File: config.mk
export PLATFORM = sky130hd
export DESIGN_NAME = vending_ledger
export DESIGN_NICKNAME = d
export VERILOG_FILES = /design/src/rtl/vending_ledger.sv
export SDC_FILE = /design/constraint.sdc
export NUM_CORES = 1
export LEC_CHECK = 0
export BUFFER_PORTS_ARGS = -buffer_cell sky130_fd_sc_hd__buf_4
export CAP_MARGIN = 20
export CORE_MARGIN = 3
export CORE_UTILIZATION = 50
export CTS_CLUSTER_DIAMETER = 200
export DETAILED_ROUTE_END_ITERATION = 16
export PLACE_DENSITY_LB_ADDON = 0.2
export SLEW_MARGIN = 40
export SYNTH_ARGS = -nofsm -noshare
export SYNTH_HDL_FRONTEND = slang
export SYNTH_SLANG_ARGS = --single-unit
File: constraint.sdc
create_clock -name clk -period 5.8 [get_ports clk]
set_input_delay 0.58 -clock clk [delete_from_list [all_inputs] [get_ports clk]]
set_output_delay 0.58 -clock clk [all_outputs]
set_load 0.02 [all_outputs]
File: src/rtl/vending_ledger.sv
// Balance and change ledger beside the vending FSM: coin intake, purchase, timed change payout.
// Defining LEDGER_SALES_CNT_EN adds a 16-bit wrapping sales counter output.
module vending_ledger #(
    parameter int BAL_W    = 8,
    parameter int MAX_BAL  = 255,
    parameter int PRICE0   = 3,
    parameter int PRICE1   = 5,
    parameter int PRICE2   = 12,
    parameter int PRICE3   = 20,
    parameter int DISP_GAP = 2
) (
    input  logic             clk,
    input  logic             rst_n,
    input  logic             sel_load,
    input  logic [1:0]       item_sel,
    input  logic             coin_fn_flag,
    input  logic [1:0]       coin_val,
    input  logic             pay_st_flag,
    input  logic             charge_st_flag,
    output logic             nonenough_flag,
    output logic [BAL_W-1:0] balance,
    output logic [BAL_W-1:0] price,
    output logic             vend_pulse,
    output logic             coin_out_valid,
    output logic [1:0]       coin_out_val,
    output logic             chg_busy,
    output logic             chg_done
`ifdef LEDGER_SALES_CNT_EN
    ,
    output logic [15:0]      sales_cnt
`endif
);
    localparam int W1    = BAL_W + 1;
    localparam int GAP_W = (DISP_GAP > 1) ? $clog2(DISP_GAP) : 1;
    localparam logic [GAP_W-1:0] GAP_LAST = GAP_W'((DISP_GAP > 0) ? DISP_GAP - 1 : 0);
    localparam logic [W1-1:0]    SAT      = W1'(MAX_BAL);

    typedef enum logic [1:0] {S_IDLE, S_EMIT, S_GAP, S_DONE} state_t;

    state_t           state, state_next;
    logic             price_valid;
    logic [GAP_W-1:0] gap_cnt;
    logic [BAL_W-1:0] bal_next;
    logic             vend_next;
    logic [W1-1:0]    bal_ext, sum, emit_units;

    function automatic logic [W1-1:0] coin_units(input logic [1:0] code);
        case (code)
            2'b00:   return W1'(1);
            2'b01:   return W1'(5);
            2'b10:   return W1'(10);
            default: return W1'(20);
        endcase
    endfunction

    function automatic logic [BAL_W-1:0] price_of(input logic [1:0] sel);
        case (sel)
            2'b00:   return BAL_W'(PRICE0);
            2'b01:   return BAL_W'(PRICE1);
            2'b10:   return BAL_W'(PRICE2);
            default: return BAL_W'(PRICE3);
        endcase
    endfunction

    assign bal_ext        = {1'b0, balance};
    assign nonenough_flag = !price_valid || (balance < price);
    assign chg_busy       = (state != S_IDLE);

    // NOTE: every signal driven here gets a default first, so no path can infer a latch.
    always_comb begin
        state_next     = state;
        bal_next       = balance;
        vend_next      = 1'b0;
        coin_out_valid = 1'b0;
        coin_out_val   = 2'b00;
        chg_done       = 1'b0;
        sum            = bal_ext;
        emit_units     = '0;
        case (state)
            S_IDLE: begin
                // Sufficiency uses the registered balance even when a coin lands in the same cycle.
                if (coin_fn_flag) sum = sum + coin_units(coin_val);
                if (pay_st_flag && !nonenough_flag) begin
                    sum       = sum - {1'b0, price};
                    vend_next = 1'b1;
                end
                bal_next = (sum > SAT) ? SAT[BAL_W-1:0] : sum[BAL_W-1:0];
                if (charge_st_flag) state_next = S_EMIT;
            end
            S_EMIT: begin
                if (bal_ext == '0) begin
                    state_next = S_DONE;
                end else begin
                    if (bal_ext >= coin_units(2'b11))      coin_out_val = 2'b11;
                    else if (bal_ext >= coin_units(2'b10)) coin_out_val = 2'b10;
                    else if (bal_ext >= coin_units(2'b01)) coin_out_val = 2'b01;
                    else                                   coin_out_val = 2'b00;
                    emit_units     = coin_units(coin_out_val);
                    coin_out_valid = 1'b1;
                    bal_next       = BAL_W'(bal_ext - emit_units);
                    if (bal_ext == emit_units) state_next = S_DONE;
                    else if (DISP_GAP == 0)    state_next = S_EMIT;
                    else                       state_next = S_GAP;
                end
            end
            S_GAP: begin
                if (gap_cnt == GAP_LAST) state_next = S_EMIT;
            end
            S_DONE: begin
                chg_done   = 1'b1;
                state_next = S_IDLE;
            end
            default: state_next = S_IDLE;
        endcase
    end

    // NOTE: sequential state uses non-blocking assignments so every flop samples pre-edge values.
    always_ff @(posedge clk or negedge rst_n) begin
        if (!rst_n) begin
            state      <= S_IDLE;
            balance    <= '0;
            vend_pulse <= 1'b0;
            gap_cnt    <= '0;
        end else begin
            state      <= state_next;
            balance    <= bal_next;
            vend_pulse <= vend_next;
            gap_cnt    <= (state == S_GAP) ? gap_cnt + 1'b1 : '0;
        end
    end

    always_ff @(posedge clk or negedge rst_n) begin
        if (!rst_n) begin
            price       <= '0;
            price_valid <= 1'b0;
        end else if (sel_load) begin
            price       <= price_of(item_sel);
            price_valid <= 1'b1;
        end
    end

`ifdef LEDGER_SALES_CNT_EN
    always_ff @(posedge clk or negedge rst_n) begin
        if (!rst_n)         sales_cnt <= '0;
        else if (vend_next) sales_cnt <= sales_cnt + 16'd1;
    end
`endif

endmodule
==> flow_summary.toml <==
[cts]
cts_tree = "yes"
cts_buffers = 3
cts_setup_buffers = 0
htree_levels = 1
post_cts_resized = 0
clockRootBuffer = "clkbuf_8"
path_clk_slew_ns = 0.07
cts.sinks = 18
clk-insertion-delay-late_ns = 0.26
cts_buffer_depth = 2
postCtsHoldBufs = 0

[floorplan]
die_area_um2 = 4870
ios = 33
row_count = 22
die_y_um = 69.8
coreArea_um2 = 3800
die_width_um = 69.8
start_util = 0.535

[power_and_ir_drop]
vdd_drop_max_v = 0.000279
p_total_mw = 1.40
cellLeakagePower_nw = 1.09
power.density_nw_per_um2 = 607

[setup_path]
crit_fanout = 7
crit_end = "balance[5]"
path_class = "reg2reg"
startpoint = "balance[0]"
rr_endpoint = "balance[5]"
r2r.worst_path.cells = 12
crit_path_end_kind = "flop"
r2r-start = "balance[0]"
start_kind = "flop"
r2r_slack_ns = 2.29
cp.required_ns = 5.94
arrival_ns = 3.65

[sta]
worst_pin_slew_ns = 0.638
rsz0062_at_grt = "no"
finalWorstSetupSlack_ns = 2.29
timing.fmax_mhz = 285
fin_setup_tns_ns = 0
period_minus_slack_ns = 3.51
min_period_over_period = 0.606
fin_worst_skew_ns = 0.00644
maxSlewHeadroom = 0.569
setup_viol = 0
drv_slew = 0
finalHoldViolCount = 0

[detailed_routing]
drt_pass1_iterations = 4
wirelength_um = 4790
wire_per_inst_um = 15.0
via_per_inst = 5.80
via_count = 1856
detail-route-antenna-nets = 0
drc = 0
drt_iter0_markers = 172

[logic_synthesis]
synth_largest_area_cell = "dfrtp_1"
synthTopCellsByArea = "dfrtp_1 22%, ha_1 12%, o21ai_0 4.7%, a21oi_1 3.9%, mux2i_1 3.9%"
yosysMostFrequentCell = "ha_1"
synth_commonest_cells = "20 x ha_1, 19 x nor2_1, 19 x o21ai_0"
async_reset_ff_frac = 1.00
netlist_area_um2 = 2030
ys_types = 58
synth_edf_count = 0
yosysWarnings = 0
seq_area_frac_synth = 0.222
ys_ff_latch = 18
synthCells = 248
ys.flop_type = "dfrtp_1"
avgSynthCellArea_um2 = 8.19
yosysTopAreaCellShare = 0.222

[global_routing]
grt_max_degree = 19
grt_overflow_total = 0
grt_pass1_wl_um = 8070
antenna_found_initial = 0
grt_util_all_layers = 0.202
grt_pass1_vias = 1748

[cells_and_area]
n_fill_cell = 348
fin_area_um2 = 2310
fin_nets = 306
drive_gt1_frac = 0.184
area_delta_synth_final_pct = 13.6
fin_util = 0.608
num_antenna_cells = 0

[place]
io_buffers = 29
postPlaceCellArea_um2 = 2250
pre_cts_slack_ns = 2.13
dp_hpwl_um = 3900
gp_congestion = 0.858

[outcome]
outcome = "finished clean"

[worst_hold_path]
hold_path.class = "in2async"

[job]
drv_cap = 0
==> sequential cells by signal, summed over array words and instances, names as in the netlist <==
signal,flops
balance,8
price,5
state,2
gap_cnt,1
price_valid,1
vend_pulse,1
==> power by group <==
part | internal (mW) | switching, mW | total (mW)
sequential | 0.171 | 0.108 | 0.278
clock | 0.0603 | 0.0430 | 0.103
combinational | 0.450 | 0.570 | 1.02
==> kinds of logic after synthesis <==
kind of cell / count (synthesis) / share of synthesized area
flip-flops: 18 / 0.222
AO/OA/AOI/OAI: 67 / 0.216
XOR/XNOR: 9 / 0.0388
buffers and inverters: 29 / 0.0646
adder cells (fa/ha/maj): 23 / 0.153
other: 1 / 0.00185
multiplexers: 12 / 0.0616
AND/OR/NAND/NOR: 89 / 0.243
==> layout by cell type (no fill, tap or decap), drive strengths merged, types with 3 or more instances in the layout <==
| cell | n |
|---|---|
| dfrtp | 18 |
| clkbuf | 4 |
| ha | 20 |
| o21ai | 22 |
| a21oi | 16 |
| and2 | 5 |
| a31oi | 3 |
| nand2 | 18 |
| nor4 | 3 |
| and3 | 3 |
| mux2 | 4 |
| nand2b | 7 |
| a21o | 6 |
| a211oi | 3 |
| or2 | 3 |
| fa | 3 |
| nand3 | 6 |
| nor3 | 8 |
| inv | 17 |
| nor3b | 3 |
| buf | 29 |
| xor2 | 4 |
| nor2b | 7 |
| nor2 | 19 |
| conb | 3 |
| xnor2 | 5 |
| o211ai | 3 |
| mux2i | 8 |
==> metrics by stage <==
| step | hold slack [ns] | instances |
|---|---|---|
| 2_1_floorplan | 0.284 | 250 |
| 3_3_place_gp | 0.440 | 316 |
| 3_5_place_dp | 0.440 | 316 |
| 4_1_cts | 0.186 | 320 |
| 5_1_grt | 0.184 | 320 |
| 6_report | 0.180 | 320 |
==> final cells by class <==
type	instances	area [um^2]	area share
timing repair buffer	29	218	0.0943
inverter	18	67.6	0.0293
clock buffer	4	55.1	0.0238
multi-input combinational	203	1460	0.631
sequential	18	450	0.195
tap	48	60.1	0.0260
==> worst max-delay path, stage by stage (launching register included) <==
cell and delay (ns):
dfrtp_1 0.48, ha_1 0.29, fa_1 0.41, a21o_1 0.19
a21o_1 0.20, xor2_1 0.14, mux2_2 0.30, ha_1 0.30
and2_1 0.17, a2111oi_2 0.43, xnor2_1 0.12, a221oi_1 0.27
nand2_1 0.08
==> routing by layer <==
layer	track usage	up-vias	wire length [um]
met5	0	-	0
met4	0.0426	0	33
met3	0.0319	4	240
met2	0.340	50	2290
met1	0.273	868	2220
li1	-	934	-
==> worst min-delay path by stage <==
stage	startpoint	to	slack (ns)	cells past startpoint
after floorplan	rst_n	balance[0]	0.28	0
after global placement	gap_cnt	gap_cnt	0.44	1
after detailed placement	gap_cnt	gap_cnt	0.44	1
after CTS	rst_n	balance[6]	0.19	1
after global routing	rst_n	balance[7]	0.18	1
final	rst_n	balance[6]	0.18	1
Power figures use the tool's default switching activity.
